==> src/rtl/uart_pkg.sv <==
// Shared UART definitions: handshake state encoding, default byte width and
// the baud divisor common to the receiver and transmitter.
package uart_pkg;

    typedef enum logic {
        ST_IDLE = 1'b0,
        ST_ACK  = 1'b1
    } rx_hs_state_e;

    localparam int WL_DEFAULT = 8;
    localparam int BAUD_DIV   = 10418;

endpackage

==> src/rtl/uart_byte_fifo.sv <==
// Synchronous first-word-fall-through byte FIFO. Occupancy is tracked in a
// level register; the head of the queue is presented on a registered rd_data.
module uart_byte_fifo
    import uart_pkg::*;
#(
    parameter int WL    = WL_DEFAULT,
    parameter int DEPTH = 16,
    parameter int LW    = $clog2(DEPTH + 1)
) (
    input  logic          CLK,
    input  logic          RST_N,
    input  logic          push,
    input  logic [WL-1:0] wr_data,
    input  logic          pop,
    output logic [WL-1:0] rd_data,
    output logic          empty,
    output logic          full,
    output logic [LW-1:0] level,
    output logic          drop
);

    localparam int AW = $clog2(DEPTH);

    logic [WL-1:0] mem_r [DEPTH];
    logic [AW-1:0] wr_ptr_r;
    logic [AW-1:0] rd_ptr_r;
    logic [AW-1:0] rd_ptr_nxt_s;
    logic [LW-1:0] level_r;
    logic [LW-1:0] level_nxt_s;
    logic [WL-1:0] rd_data_r;
    logic [WL-1:0] rd_data_nxt_s;
    logic          empty_s;
    logic          full_s;
    logic          pop_ok_s;
    logic          push_ok_s;

    assign empty_s   = (level_r == {LW{1'b0}});
    assign full_s    = (level_r == LW'(DEPTH));
    // A pop on an empty FIFO is ignored, so a push into an empty FIFO always wins.
    assign pop_ok_s  = pop & ~empty_s;
    assign push_ok_s = push & (~full_s | pop_ok_s);
    assign drop      = push & full_s & ~pop_ok_s;

    // Next level, next read pointer and next head-of-queue value.
    always_comb begin
        level_nxt_s   = level_r;
        rd_ptr_nxt_s  = rd_ptr_r;
        rd_data_nxt_s = {WL{1'b0}};
        if (pop_ok_s) begin
            rd_ptr_nxt_s = rd_ptr_r + AW'(1);
        end else begin
            rd_ptr_nxt_s = rd_ptr_r;
        end
        case ({push_ok_s, pop_ok_s})
            2'b10:   level_nxt_s = level_r + LW'(1);
            2'b01:   level_nxt_s = level_r - LW'(1);
            default: level_nxt_s = level_r;
        endcase
        // The new head may be the slot being written this very edge.
        if (level_nxt_s == {LW{1'b0}}) begin
            rd_data_nxt_s = {WL{1'b0}};
        end else if (push_ok_s && (rd_ptr_nxt_s == wr_ptr_r)) begin
            rd_data_nxt_s = wr_data;
        end else begin
            rd_data_nxt_s = mem_r[rd_ptr_nxt_s];
        end
    end

    // Pointer, level and head registers.
    always_ff @(posedge CLK) begin
        if (!RST_N) begin
            wr_ptr_r  <= {AW{1'b0}};
            rd_ptr_r  <= {AW{1'b0}};
            level_r   <= {LW{1'b0}};
            rd_data_r <= {WL{1'b0}};
        end else begin
            if (push_ok_s) begin
                wr_ptr_r <= wr_ptr_r + AW'(1);
            end
            rd_ptr_r  <= rd_ptr_nxt_s;
            level_r   <= level_nxt_s;
            rd_data_r <= rd_data_nxt_s;
        end
    end

    // Storage array; contents are deliberately left unreset.
    always_ff @(posedge CLK) begin
        if (push_ok_s) begin
            mem_r[wr_ptr_r] <= wr_data;
        end
    end

    assign rd_data = rd_data_r;
    assign empty   = empty_s;
    assign full    = full_s;
    assign level   = level_r;

endmodule

==> src/rtl/uart_rx_fifo.sv <==
// UART receive buffer: acknowledges each byte over the rx_start/rx_finish level
// handshake, queues it in the byte FIFO and flags bytes dropped while full.
module uart_rx_fifo
    import uart_pkg::*;
#(
    parameter int WL    = WL_DEFAULT,
    parameter int DEPTH = 16,
    localparam int LW   = $clog2(DEPTH + 1)
) (
    input  logic          CLK,
    input  logic          RST_N,
    input  logic [WL-1:0] rx_data,
    input  logic          rx_start,
    output logic          rx_finish,
    input  logic          rd_en,
    output logic [WL-1:0] rd_data,
    output logic          empty,
    output logic          full,
    output logic [LW-1:0] level,
    output logic          overflow,
    input  logic          clr_ovf
);

    rx_hs_state_e state_r;
    rx_hs_state_e state_nxt_s;
    logic         rx_finish_r;
    logic         rx_finish_nxt_s;
    logic         push_s;
    logic         drop_s;
    logic         overflow_r;
    logic         overflow_nxt_s;

    // Handshake next-state: capture only on the IDLE->ACK transition.
    always_comb begin
        state_nxt_s     = state_r;
        rx_finish_nxt_s = rx_finish_r;
        push_s          = 1'b0;
        case (state_r)
            ST_IDLE: begin
                if (rx_start) begin
                    push_s          = 1'b1;
                    state_nxt_s     = ST_ACK;
                    rx_finish_nxt_s = 1'b1;
                end else begin
                    state_nxt_s     = ST_IDLE;
                    rx_finish_nxt_s = 1'b0;
                end
            end
            ST_ACK: begin
                if (!rx_start) begin
                    state_nxt_s     = ST_IDLE;
                    rx_finish_nxt_s = 1'b0;
                end else begin
                    state_nxt_s     = ST_ACK;
                    rx_finish_nxt_s = 1'b1;
                end
            end
            default: begin
                state_nxt_s     = ST_IDLE;
                rx_finish_nxt_s = 1'b0;
            end
        endcase
    end

    // Sticky overflow: a drop in the same cycle as a clear keeps it set.
    always_comb begin
        overflow_nxt_s = overflow_r;
        if (drop_s) begin
            overflow_nxt_s = 1'b1;
        end else if (clr_ovf) begin
            overflow_nxt_s = 1'b0;
        end else begin
            overflow_nxt_s = overflow_r;
        end
    end

    // Handshake state and flag registers.
    always_ff @(posedge CLK) begin
        if (!RST_N) begin
            state_r     <= ST_IDLE;
            rx_finish_r <= 1'b0;
            overflow_r  <= 1'b0;
        end else begin
            state_r     <= state_nxt_s;
            rx_finish_r <= rx_finish_nxt_s;
            overflow_r  <= overflow_nxt_s;
        end
    end

    uart_byte_fifo #(
        .WL    (WL),
        .DEPTH (DEPTH),
        .LW    (LW)
    ) u_fifo (
        .CLK     (CLK),
        .RST_N   (RST_N),
        .push    (push_s),
        .wr_data (rx_data),
        .pop     (rd_en),
        .rd_data (rd_data),
        .empty   (empty),
        .full    (full),
        .level   (level),
        .drop    (drop_s)
    );

    assign rx_finish = rx_finish_r;
    assign overflow  = overflow_r;

endmodule

==> config.mk <==
export PLATFORM = sky130hd
export DESIGN_NAME = uart_rx_fifo
export DESIGN_NICKNAME = d
export VERILOG_FILES = /design/src/rtl/uart_pkg.sv /design/src/rtl/uart_byte_fifo.sv /design/src/rtl/uart_rx_fifo.sv
export SDC_FILE = /design/constraint.sdc
export NUM_CORES = 1
export LEC_CHECK = 0
export BUFFER_PORTS_ARGS = -buffer_cell sky130_fd_sc_hd__buf_2
export CAP_MARGIN = 30
export CORE_ASPECT_RATIO = 0.7
export CORE_MARGIN = 3
export CORE_UTILIZATION = 50
export CTS_CLUSTER_SIZE = 12
export DETAILED_ROUTE_END_ITERATION = 16
export PLACE_DENSITY = 0.75
export SLEW_MARGIN = 10
export SYNTH_ARGS = -nofsm -noshare
export SYNTH_HDL_FRONTEND = slang
export SYNTH_SLANG_ARGS = --single-unit
==> constraint.sdc <==
create_clock -name CLK -period 3.34 [get_ports CLK]
set_input_delay 0.334 -clock CLK [delete_from_list [all_inputs] [get_ports CLK]]
set_output_delay 0.334 -clock CLK [all_outputs]
set_load 0.005 [all_outputs]
# --- Word-level counts from Yosys, hierarchy flattened ---
# Memories as Yosys holds them, arrays and structs flattened. A register that Yosys moved wholly into a read port is not among the register bits.
# Cells that the tools add are included.
# W data, S select, Z words.
classes:
  addsub: 4
  eq_ne: 3
  n_mux: 8
  bitwise_logic: 9
  n_reduce_logical: 4
op_table:
  columns: ["operator", "count"]
  rows:
  - ["$logic_not A5 Y1", 2]
  - ["$pmux W5 S2", 1]
  - ["$add A4 B1 Y4 const B", 2]
  - ["$mux W1", 6]
  - ["$add A5 B1 Y5 const B", 1]
  - ["$eq A5 B5 Y1 const B", 1]
  - ["$sub A5 B1 Y5 const B", 1]
  - ["$and A1 B1 Y1", 4]
  - ["$mux W4", 1]
  - ["$not A1 Y1", 4]
  - ["$eq A2 B1 Y1 const B", 1]
  - ["$eq A2 B2 Y1 const B", 1]
  - ["$reduce_bool A2 Y1", 1]
  - ["$reduce_or A2 Y1", 1]
  - ["$or A1 B1 Y1", 1]
totals:
  regBits: 15
  ram_bits: 128
  inputBits: 13
  output_inout_bits: 17
  elab_cells: 34
  memories: 1
mem_list:
  columns: ["name", "words", "word_bits", "read_ports", "rd_ports_with_merged_regs", "wr", "line_no", "text"]
  rows:
  - ["u_fifo.mem_r", 16, 8, 1, 1, 1, "uart_byte_fifo.sv:24", "logic [WL-1:0] mem_r [DEPTH];"]

# --- Logic depth before layout (Yosys ltp) ---
# Gate-level depths: netlist (run 1).
logic_depth:
  ltp_word: 9
  depth_mapped: 15
  mapped_depth_nobuf: 11

# --- Cells and area by module ---
# A second synthesis (run 1) with hierarchy kept.
unflattened:
  cells_unflattened: 493
  hier_area_um2: 7553.5
by_module_without_submodules:
  columns: ["module", "n_inst", "cells_each", "area_each_um2", "seq_area_each_um2"]
  rows:
  - ["uart_byte_fifo", 1, 487, 7479.7, 4264.1]
  - ["uart_rx_fifo", 1, 6, 73.8, 40.0]

# --- Least setup slack after synthesis (run 1) ---
# Ideal clock, no wire load.
synth_timing:
  path_kind: "input to register"
  from: "input rd_en"
  to: "register u_fifo.rd_data_r[5], in the netlist u_fifo.rd_data[5], read port of u_fifo.mem_r"
  setup_ns: 0.144
  t_arrival_ns: 3.224
  t_required_ns: 3.196
  setup_slack_ns: -0.028
  stages: 14
  path_buffers: 4
  path_cell_list: "buf_2 clkinv_1 a21oi_2 buf_2 buf_2 buf_2 nand2_1 fa_1 xnor2_1 mux2_2 a32oi_1 nand3_1 o31ai_4 a211oi_1"
synth_between:
  elab_chain_len: 7
  elab_cells_between_ends: 9
  cone_classes: "eq/ne (2); mux (2); bitwise (3); reduce/logical (2)"
synth_rtl:
  columns: ["item", "line_no", "text"]
  rows:
  - ["start: declaration", "uart_rx_fifo.sv:15", "input logic rd_en,"]
  - ["$and A1 B1 Y1 (*)", "uart_byte_fifo.sv:40", "assign pop_ok_s = pop & ~empty_s;"]
  - ["$or A1 B1 Y1", "uart_byte_fifo.sv:41", "assign push_ok_s = push & (~full_s | pop_ok_s);"]
  - ["$and A1 B1 Y1", "uart_byte_fifo.sv:41", null]
  - ["$eq A2 B1 Y1 or $eq A2 B2 Y1 (tied branches)", "uart_byte_fifo.sv:54", "case ({push_ok_s, pop_ok_s})"]
  - ["$pmux W5 S2", "uart_byte_fifo.sv:54", null]
  - ["$logic_not A5 Y1", "uart_byte_fifo.sv:60", "if (level_nxt_s == {LW{1'b0}}) begin"]
  - ["$reduce_or A2 Y1 (no source line)", null, null]
  - ["end: declaration", "uart_byte_fifo.sv:30", "logic [WL-1:0] rd_data_r;"]
# Every way passes the cells marked *; elsewhere a longest branch is shown, timed or not.
# A chain may end at the register's enable or synchronous reset.

# --- Final worst setup path (run 1) ---
layout_timing:
  from: "register u_fifo.level_r[1], in the netlist u_fifo.level[1]"
  to: "register u_fifo.rd_data_r[5], in the netlist u_fifo.rd_data[5], read port of u_fifo.mem_r"
layout_between:
  elab_chain_len: 9
  elab_cells_between_ends: 15
  cone_classes: "add/sub (2); eq/ne (3); mux (2); bitwise (5); reduce/logical (3)"
layout_rtl:
  columns: ["item", "line_no", "text"]
  rows:
  - ["start: declaration", "uart_byte_fifo.sv:28", "logic [LW-1:0] level_r;"]
  - ["start signal: assignment", "uart_byte_fifo.sv:74", "level_r <= {LW{1'b0}};"]
  - ["start signal: assignment", "uart_byte_fifo.sv:81", "level_r <= level_nxt_s;"]
  - ["$logic_not A5 Y1", "uart_byte_fifo.sv:37", "assign empty_s = (level_r == {LW{1'b0}});"]
  - ["$not A1 Y1", "uart_byte_fifo.sv:40", null]
  - ["$and A1 B1 Y1", "uart_byte_fifo.sv:40", null]
  - ["$or A1 B1 Y1", "uart_byte_fifo.sv:41", null]
  - ["$and A1 B1 Y1", "uart_byte_fifo.sv:41", null]
  - ["$eq A2 B1 Y1 or $eq A2 B2 Y1 (tied branches)", "uart_byte_fifo.sv:54", null]
  - ["$pmux W5 S2", "uart_byte_fifo.sv:54", null]
  - ["$logic_not A5 Y1", "uart_byte_fifo.sv:60", null]
  - ["$reduce_or A2 Y1 (no source line)", null, null]
# Parallel ways exist; a longest one is shown, timed or not.

==> out/metrics.yaml, run 1 <==
status:
  status: "complete, no violations"
worst_setup_path:
  cp-end-kind: "flip-flop"
  critPathArrivalTime_ns: 3.39
  start_kind: "flip-flop"
  worstPathMaxFanout: 8
  required_ns: 3.61
  max_stage_delay_ns: 0.63
  cp_cell_sequence: "nor4_4 -> a21oi_2 -> nand2_1 -> inv_1 -> ha_1 -> nor2b_1 -> o22a_1 -> mux2i_1 -> o22ai_1 -> o31ai_4 -> a211oi_1"
  worst_path_max_delay_cell: "o31ai_4"
  criticalPathCategory: "flip-flop to flip-flop"
  reg2regPathDepth: 11
grt:
  overflow: 0
  grt_usage: 0.246
  grt_max_degree: 90
  grt_pass1_vias: 5792
  antenna_found_initial: 1
  grt_pass1_wl_um: 33200
hold_path:
  hold_path_depth: 2
  hold_path.class: "input port to flip-flop"
routing:
  firstDrtPassIters: 7
  route.vias.total: 5753
  wire_per_inst_um: 24.7
  drc: 0
  drtIter0Drc: 710
  vias_per_cell: 6.75
  ant_nets: 0
  totalWireLength_um: 21000
placed_design:
  place_area_um2: 8540
  gp_congestion: 0.904
  dp_hpwl_um: 13500
  numPortBuffers: 29
synthesis:
  ys_dominant_reg_cell: "edfxtp_1"
  ys_types: 66
  synth_warnings: 0
  avgSynthCellArea_um2: 13.6
  syn_inst: 599
  ys_ff_latch: 151
  synth-edff-count: 128
  ys_seq_area_frac: 0.528
  syn_nets: 621
  synth_async_sr_flop_share: 0
  syn_area_um2: 8160
clock_tree:
  post_cts.repair.setup_buffers: 0
  cts_num_sinks: 151
  clockRootBuffer: "clkbuf_16"
  clock_path_buffers: 2
  cts_tree: "built"
  h-tree-depth: 4
  numCtsBuffers: 17
  cts_hold_buf: 0
  clk_latency_ns: 0.43
  post_cts_resized: 0
  clkTransAtPathRegs_ns: 0.07
timing:
  worst_pin_slew_ns: 0.938
  rsz0062_at_grt: "false"
  skew_ns: 0.0163
  hold_viol: 0
  relSlewSlack: 0.373
  maxSlewViolCount: 0
  setup_viol: 0
  fin_crit_ns: 3.13
  whs_ns: 0.125
  finalCritPeriodShare: 0.936
  clock.fmax_ghz: 0.320
  setup_tns_ns: 0
cells_and_area:
  drive_gt1_frac: 0.244
  fillers: 1210
  final_common_cell: "edfxtp_1"
  nets: 641
  diodes: 0
  final_cell_mix: "edfxtp_1, mux4_2, a21oi_1"
  seq_area_um2: 4310
  area_growth_pct: 12.0
  multi_input_area_um2: 3590
  stdcell_area_um2: 9130
power_and_ir_drop:
  p_leak_nw: 3.08
  fin_total_pwr_mw: 7.41
  ir_drop_v: 0.000490
  power.density_nw_per_um2: 811
floorplan:
  die_width_um: 159
  io_pins: 30
  die-area_um2: 17900
  start_util: 0.518
  fp.coreArea_um2: 15700
  fp-row-count: 38
  die_h_um: 113
flow_run:
  cap_violations: 0
-- critical path: cells and delay by family (launching register included) --
kind	cells	cell delay, ns
buffers and inverters	1	0.09
flip-flops	1	0.39
adder cells (fa/ha/maj)	1	0.33
multiplexers	1	0.24
AO/OA/AOI/OAI	5	1.25
AND/OR/NAND/NOR	3	0.66
-- cell families (layout without fill, tap and decap cells) --
family / count (synthesis) / count (layout) / synth area share
compound gates: 170 / 170 / 0.165
simple gates: 121 / 121 / 0.0750
fa+ha+maj: 9 / 9 / 0.0147
flops: 151 / 151 / 0.528
mux: 72 / 72 / 0.163
buf+inv: 59 / 92 / 0.0319
xor+xnor: 17 / 17 / 0.0227
-- path summary, 6_finish.rpt --
check	startpoint	endpoint	slack, ns
worst max-delay path	u_fifo.level[1]$_SDFF_PN0_	u_fifo.rd_data[5]$_SDFF_PP0_	0.21
worst min-delay path	rx_start	rx_finish$_SDFF_PN0_	0.12
worst max register to register	u_fifo.level[1]$_SDFF_PN0_	u_fifo.rd_data[5]$_SDFF_PP0_	0.21
worst min register to register	overflow$_SDFFE_PN0P_	overflow$_SDFFE_PN0P_	0.62
-- power breakdown --
group	internal (mW)	switching, mW	leakage, nW
sequential	2.14	0.0959	1.34
combinational	1.37	1.83	1.46
clock	1.12	0.846	0.278
total	4.63	2.77	3.08
-- flip-flops by register name, summed over array words and instances, names as in the netlist --
name             cells
u_fifo.mem_r       128
u_fifo.rd_ptr_r      4
overflow             1
u_fifo.rd_data       8
u_fifo.wr_ptr_r      4
u_fifo.level         5
rx_finish            1
-- synth_stat cells, types with 2 or more instances --
cell type	instances	area [um^2]
edfxtp_1	128	3840
mux4_2	48	1080
a21oi_1	38	190
nor2_1	35	131
nand2_1	27	101
clkbuf_1	24	90.1
dfxtp_1	23	460
mux2i_1	20	200
o22ai_1	18	113
nand2b_1	17	106
buf_2	16	80.1
a221oi_1	15	131
and2_1	13	81.3
nor2b_1	11	68.8
inv_1	10	37.5
o211a_1	10	100
o21ai_0	10	50.1
xnor2_1	10	87.6
a31oi_1	9	56.3
ha_1	8	100
o41a_1	8	90.1
a211oi_2	7	87.6
a311o_1	7	70.1
o21a_1	7	52.6
o311a_1	7	70.1
nor3_1	6	30.0
a31o_1	4	35.0
buf_1	4	15.0
mux2_2	4	45.0
xor2_1	4	35.0
a211oi_1	3	22.5
a31o_2	3	26.3
buf_4	3	22.5
nand3_1	3	15.0
a21boi_0	2	15.0
a21o_1	2	15.0
a22oi_1	2	15.0
a32o_1	2	20.0
a32oi_1	2	17.5
o211ai_1	2	15.0
or2_2	2	12.5
-- stage by stage --
step                      utilization  worst slack (ns)  std cells
final                           0.580             0.214        852
after global routing            0.580            0.0588        852
after CTS                       0.580             0.285        852
after detailed placement        0.542             0.321        820
after global placement          0.542             0.448        820
after floorplan                     -            0.0434        599
-- routing by layer --
layer	global-route usage	part of all wire	vias to the layer above
met5	0	0.00033	-
li1	-	-	2450
met1	0.361	0.42	2933
met4	0.0716	0.017	2
met3	0.0761	0.11	41
met2	0.357	0.45	327
-- cell type report --
| class | instances | area share |
|---|---|---|
| inverters | 11 | 0.00452 |
| well taps | 220 | 0.0301 |
| repair buffers | 49 | 0.0351 |
| multi-input cells | 389 | 0.393 |
| clock buffers | 17 | 0.0466 |
| clock inverters | 15 | 0.0185 |
| flip-flops and latches | 151 | 0.472 |
Power figures use the tool's default switching activity.
==> inputs of run 2 (changes only) <==
BUFFER_PORTS_ARGS = -buffer_cell sky130_fd_sc_hd__buf_4   (was -buffer_cell sky130_fd_sc_hd__buf_2)
CORE_UTILIZATION = 45   (was 50)
PLACE_DENSITY = 0.69   (was 0.75)
==> run 2 against run 1 <==
Fmax is 0.89% higher. Critical path depth stayed put. Sequential share of layout area down 0.82 points. First-iteration DRC count increased by 15%. Highest routed layer is now met4.
==> out/metrics.yaml, run 2 (synthesis gave the netlist of run 1 again) <==
power_and_ir_drop:
  switchingPower_mw: 2.80  # +1.1%
  p_int_mw: 4.54  # -2.1%
  pwr-share-comb: 0.452  # +0.020
  ir_drop_v: 0.000379  # -23%
  clock_power_share: 0.243  # -0.022
  p_seq_frac: 0.305  # +0.003
  p_leak_nw: 3.16  # +2.6%
  power.density_nw_per_um2: 790  # -2.6%
  switching_share: 0.382  # +0.00744
worst_setup_path:
  critPathBufInv: 1  # unchanged
  reg2regPathDepth: 11  # unchanged
  cp-end-kind: "flip-flop"
  criticalPathCategory: "flip-flop to flip-flop"
  required_ns: 3.61  # about the same
  max_stage_delay_ns: 0.61  # -0.02 ns
  cp_cell_sequence: "nor4_4 -> a21oi_2 -> nand2_1 -> inv_1 -> ha_1 -> or2_2 -> o22a_1 -> a31oi_1 -> o22ai_1 -> o31ai_4 -> a211oi_1"
  cp_top_family: "compound AO/OA/AOI/OAI gates"
  start_kind: "flip-flop"
  critPathArrivalTime_ns: 3.36  # -0.03 ns
  reg2reg_to: "u_fifo.rd_data[5]$_SDFF_PP0_"
  worst_path_max_delay_cell: "o31ai_4"
  worstPathMaxFanout: 8  # unchanged
  rrSetupSlack_ns: 0.24  # +0.03 ns
  r2r-start: "u_fifo.level[1]$_SDFF_PN0_"
routing:
  firstDrtPassIters: 6  # -1
  ant_nets: 0  # unchanged
  drc: 0  # unchanged
  drtIter0Drc: 820  # +15%
  route.vias.total: 5828  # +1.3%
  totalWireLength_um: 21700  # +3.3%
  wire_per_inst_um: 24.7  # +0.12%
  vias_per_cell: 6.63  # -1.8%
clock_tree:
  post_cts.repair.setup_buffers: 0  # unchanged
  numCtsBuffers: 17  # unchanged
  cts_tree: "built"
  cts_hold_buf: 0  # unchanged
  post_cts_resized: 0  # unchanged
  h-tree-depth: 4  # unchanged
  clockRootBuffer: "clkbuf_16"
  clkTransAtPathRegs_ns: 0.06  # about the same
  cts_num_sinks: 151  # unchanged
  clock_path_buffers: 2  # unchanged
  clk_latency_ns: 0.43  # about the same
status:
  status: "complete, no violations"
grt:
  grt_usage: 0.219  # -0.0273
  overflow: 0  # unchanged
  grt_pass1_wl_um: 33300  # +0.35%
  grt_max_degree: 90  # unchanged
  antenna_found_initial: 0  # -1
  grt_pass1_vias: 5603  # -3.3%
timing:
  whs_ns: 0.131  # +0.00598 ns
  setup_viol: 0  # unchanged
  clock.fmax_ghz: 0.323  # +0.89%
  worst_pin_slew_ns: 0.798  # -0.139 ns
  maxSlewViolCount: 0  # unchanged
  rsz0062_at_grt: "false"
  hold_viol: 0  # unchanged
  setup_ws_ns: 0.242  # +0.0277 ns
  fin_crit_ns: 3.10  # -0.0277 ns
  finalCritPeriodShare: 0.928  # -0.00829
  setup_tns_ns: 0  # unchanged
  skew_ns: 0.0139  # -0.00238 ns
  relSlewSlack: 0.468  # +0.0950
hold_path:
  hold_path_depth: 2  # unchanged
  min-delay-start: "rx_start"
  holdPathEnd: "rx_finish$_SDFF_PN0_"
  hold_path.class: "input port to flip-flop"
placed_design:
  numPortBuffers: 29  # unchanged
  dp_hpwl_um: 14300  # +5.8%
  pre_cts_ws_ns: 0.320  # -0.00186 ns
  gp_congestion: 0.934  # +3.3%
  place_area_um2: 8750  # +2.5%
floorplan:
  fp.coreArea_um2: 17500  # +11%
  die_width_um: 167  # +5.2%
  start_util: 0.467  # -0.0513
  io_pins: 30  # unchanged
  fp-row-count: 40  # +5.3%
  die-area_um2: 19800  # +11%
  die_h_um: 119  # +5.1%
cells_and_area:
  fillers: 1407  # +16%
  final_common_cell: "edfxtp_1"
  stdcell_area_um2: 9290  # +1.8%
  area_growth_pct: 13.9
  final_cell_mix: "edfxtp_1, buf_4, mux4_2"
  largest_register_ffs: 128  # unchanged
  top_register: "u_fifo.mem_r"
  diodes: 0  # unchanged
  drive_gt1_frac: 0.264  # +0.0202
  nets: 658  # +2.7%
flow_run:
  cap_violations: 0  # unchanged
-- run 2: changes by cell type in the layout (fill, tap and decap cells not counted), sizes merged --
cell / change
bufinv: -2
inv: +2
buf: +17
clkinv: -1
-- run 2: final cells by class --
| type | instances | area (um^2) | area share |
|---|---|---|---|
| timing repair buffer | 66 | 520 | 0.0560 |
| tap | 231 | 289 | 0.0311 |
| clock buffer | 17 | 425 | 0.0458 |
| inverter | 11 | 41.3 | 0.00444 |
| multi-input combinational | 389 | 3590 | 0.386 |
| sequential | 151 | 4310 | 0.464 |
| clock inverter | 14 | 116 | 0.0125 |
-- run 2: worst max-delay path by stage --
| stage | startpoint | to | slack [ns] | depth (start not counted) |
|---|---|---|---|---|
| 2_1_floorplan | rd_en | u_fifo.rd_data[5]$_SDFF_PP0_ | 0.04 | 14 |
| 3_3_place_gp | rd_en | u_fifo.rd_data[5]$_SDFF_PP0_ | 0.49 | 11 |
| 3_5_place_dp | rd_en | u_fifo.rd_data[5]$_SDFF_PP0_ | 0.32 | 11 |
| 4_1_cts | u_fifo.level[1]$_SDFF_PN0_ | u_fifo.rd_data[5]$_SDFF_PP0_ | 0.28 | 11 |
| 5_1_grt | u_fifo.level[1]$_SDFF_PN0_ | u_fifo.rd_data[5]$_SDFF_PP0_ | 0.04 | 11 |
| 6_report | u_fifo.level[1]$_SDFF_PN0_ | u_fifo.rd_data[5]$_SDFF_PP0_ | 0.24 | 11 |
-- run 2: metrics by stage --
step | total power, mW | util | std cells
final | 7.34 | 0.532 | 879
after floorplan | 4.62 | - | 599
after detailed placement | 5.52 | 0.501 | 848
after CTS | 7.32 | 0.532 | 879
after global routing | 7.68 | 0.532 | 879
after global placement | 5.43 | 0.501 | 848
-- run 2: worst reg2reg max path, delay by kind of cell, from the launching register on --
family	cells	cell delay, ns
and+or+nand+nor	3	0.78
adders and majority gates	1	0.22
buffers and inverters	1	0.10
DFF	1	0.40
AOI/OAI and AO/OA	6	1.44
-- run 2: metal layers --
layer | GRT usage | vias up | wire (um)
met4 | 0.0500 | 0 | 243
met5 | 0 | - | 0
met1 | 0.322 | 2917 | 9060
met2 | 0.325 | 393 | 9610
li1 | - | 2489 | -
met3 | 0.0605 | 29 | 2790
-- run 2: power by group through the flow --
stage	Combinational (mW)	Clock (mW)	Sequential, mW
global route	3.54	1.89	2.25
floorplan	2.36	0	2.26
detailed placement	3.24	0	2.28
global placement	3.15	0	2.28
finish	3.32	1.78	2.24
CTS	3.27	1.81	2.24
==> inputs of run 3 (changes only) <==
CAP_MARGIN = 20   (was 30)
CORE_MARGIN = 2   (was 3)
CORE_UTILIZATION = 56   (was 45)
PLACE_DENSITY = 0.82   (was 0.69)
==> run 3 against run 2 <==
Clock power increased by 6%. Clock skew down 0.0020 ns. Routed wire length fell by 2.0%. Critical endpoint unchanged. Utilization rose by 13 points.
==> out/metrics.yaml, run 3 (synthesis gave the netlist of run 1 again) <==
status:
  status: "complete, no violations"
grt:
  grt_pass1_wl_um: 33400  # +0.37%
  grt_usage: 0.286  # +0.0669
  antenna_found_initial: 0  # unchanged
  grt_max_degree: 90  # unchanged
  grt_pass1_vias: 5674  # +1.3%
  overflow: 0  # unchanged
worst_setup_path:
  reg2reg_to: "u_fifo.rd_data[5]$_SDFF_PP0_"
  rrSetupSlack_ns: 0.28  # +0.04 ns
  critPathBufInv: 1  # unchanged
  critPathArrivalTime_ns: 3.33  # -0.03 ns
  worstPathMaxFanout: 8  # unchanged
  worst_path_max_delay_cell: "o31ai_4"
  required_ns: 3.61  # about the same
  cp_cell_sequence: "nor4_4 -> a21oi_2 -> nand2_1 -> inv_1 -> ha_1 -> or2_2 -> o22a_1 -> a31oi_1 -> o22ai_1 -> o31ai_4 -> a211oi_1"
  crit_cells: 11  # unchanged
  start_kind: "flip-flop"
  max_stage_delay_ns: 0.60  # about the same
  criticalPathCategory: "flip-flop to flip-flop"
  cp_top_family: "compound AO/OA/AOI/OAI gates"
  reg2regPathDepth: 11  # unchanged
  cp-end-kind: "flip-flop"
  r2r-start: "u_fifo.level[1]$_SDFF_PN0_"
timing:
  rsz0062_at_grt: "false"
  setup_viol: 0  # unchanged
  clock.fmax_ghz: 0.327  # +1.3%
  setup_tns_ns: 0  # unchanged
  finalCritPeriodShare: 0.916  # -0.0116
  fin_crit_ns: 3.06  # -0.0389 ns
  skew_ns: 0.0120  # -0.00199 ns
  maxSlewViolCount: 0  # unchanged
  worst_pin_slew_ns: 0.785  # -0.0132 ns
  relSlewSlack: 0.476  # +0.00878
  hold_viol: 0  # unchanged
clock_tree:
  clockRootBuffer: "clkbuf_16"
  clkTransAtPathRegs_ns: 0.07  # about the same
  post_cts.repair.setup_buffers: 0  # unchanged
  post_cts_resized: 0  # unchanged
  cts_tree: "built"
  numCtsBuffers: 17  # unchanged
  clk_latency_ns: 0.43  # about the same
  h-tree-depth: 4  # unchanged
  cts_hold_buf: 0  # unchanged
  clock_path_buffers: 2  # unchanged
  cts_num_sinks: 151  # unchanged
routing:
  drtIter0Drc: 790  # -3.7%
  totalWireLength_um: 21300  # -2.0%
  firstDrtPassIters: 5  # -1
  wire_per_inst_um: 25.4  # +2.9%
  ant_nets: 0  # unchanged
  route.vias.total: 5843  # +0.26%
  drc: 0  # unchanged
  vias_per_cell: 6.98  # +5.3%
floorplan:
  die_h_um: 105  # -12%
  start_util: 0.580  # +0.113
  fp-row-count: 36  # -10%
  io_pins: 30  # unchanged
  die-area_um2: 15600  # -21%
  die_width_um: 148  # -11%
  fp.coreArea_um2: 14100  # -20%
hold_path:
  hold_path.class: "input port to flip-flop"
  min-delay-start: "rx_start"
  hold_path_depth: 2  # unchanged
  holdPathEnd: "rx_finish$_SDFF_PN0_"
cells_and_area:
  nets: 656  # -0.30%
  final_util: 0.659  # +0.127
  drive_gt1_frac: 0.263  # -0.00114
  diodes: 0  # unchanged
  top_register: "u_fifo.mem_r"
  final_cell_mix: "edfxtp_1, buf_4, mux4_2"
  final_common_cell: "edfxtp_1"
  area_growth_pct: 13.6
  largest_register_ffs: 128  # unchanged
  stdcell_area_um2: 9270  # -0.28%
placed_design:
  gp_congestion: 0.895  # -4.1%
  dp_hpwl_um: 13600  # -5.2%
  place_area_um2: 8680  # -0.76%
  numPortBuffers: 29  # unchanged
power_and_ir_drop:
  power.density_nw_per_um2: 801  # +1.4%
  p_leak_nw: 3.19  # +0.70%
  ir_drop_v: 0.000534  # +41%
flow_run:
  cap_violations: 0  # unchanged
run 3: changes by cell type in the layout (fill, tap and decap cells not counted):
cell / change
clkinvlp_4: -4
clkinv_8: +2
clkinv_2: -1
inv_6: +1
inv_8: +3
buf_4: -2
run 3: per-layer routing:
metal | up-vias | wire length (um) | track usage
met5 | - | 0 | 0
met4 | 0 | 344 | 0.0680
met3 | 41 | 2740 | 0.0917
met2 | 400 | 9460 | 0.412
met1 | 2913 | 8720 | 0.424
li1 | 2489 | - | -
run 3: where the power goes:
part / switching, mW / leakage, nW / internal, mW
registers: 0.113 / 1.34 / 2.14
logic: 1.85 / 1.55 / 1.43
clock network: 0.883 / 0.288 / 1.00
run 3: how the worst max path moves through the flow:
stage | startpoint | endpoint | slack [ns]
after detailed placement | u_fifo.level[1]$_SDFF_PN0_ | u_fifo.rd_data[5]$_SDFF_PP0_ | 0.36
after global placement | rd_en | u_fifo.rd_data[5]$_SDFF_PP0_ | 0.48
final | u_fifo.level[1]$_SDFF_PN0_ | u_fifo.rd_data[5]$_SDFF_PP0_ | 0.28
after floorplan | rd_en | u_fifo.rd_data[5]$_SDFF_PP0_ | 0.04
after global routing | u_fifo.level[1]$_SDFF_PN0_ | u_fifo.rd_data[5]$_SDFF_PP0_ | 0.09
after CTS | u_fifo.level[1]$_SDFF_PN0_ | u_fifo.rd_data[5]$_SDFF_PP0_ | 0.31
run 3: final cells by class:
cell class	instances	area, um^2
multi-input cells	389	3590
repair buffers	64	505
inverters	11	41.3
fillers	993	4790
clock buffers	17	425
well taps	190	238
flip-flops and latches	151	4310
clock inverters	15	156
run 3: stage by stage:
step	setup WS [ns]	std cells	hold WS [ns]	power, mW
2_1_floorplan	0.0434	599	0.433	4.62
3_3_place_gp	0.475	805	0.557	5.43
3_5_place_dp	0.357	805	0.563	5.48
4_1_cts	0.312	837	0.126	7.37
5_1_grt	0.0864	837	0.127	7.74
6_report	0.281	837	0.135	7.42
run 3: worst register-to-register path, cell delays in order (launching register included):
cell and delay [ns]:
dfxtp_1 0.40, nor4_4 0.35, a21oi_2 0.10, nand2_1 0.11, inv_1 0.10, ha_1 0.22, or2_2 0.31, o22a_1 0.21
a31oi_1 0.23, o22ai_1 0.16, o31ai_4 0.60, a211oi_1 0.13
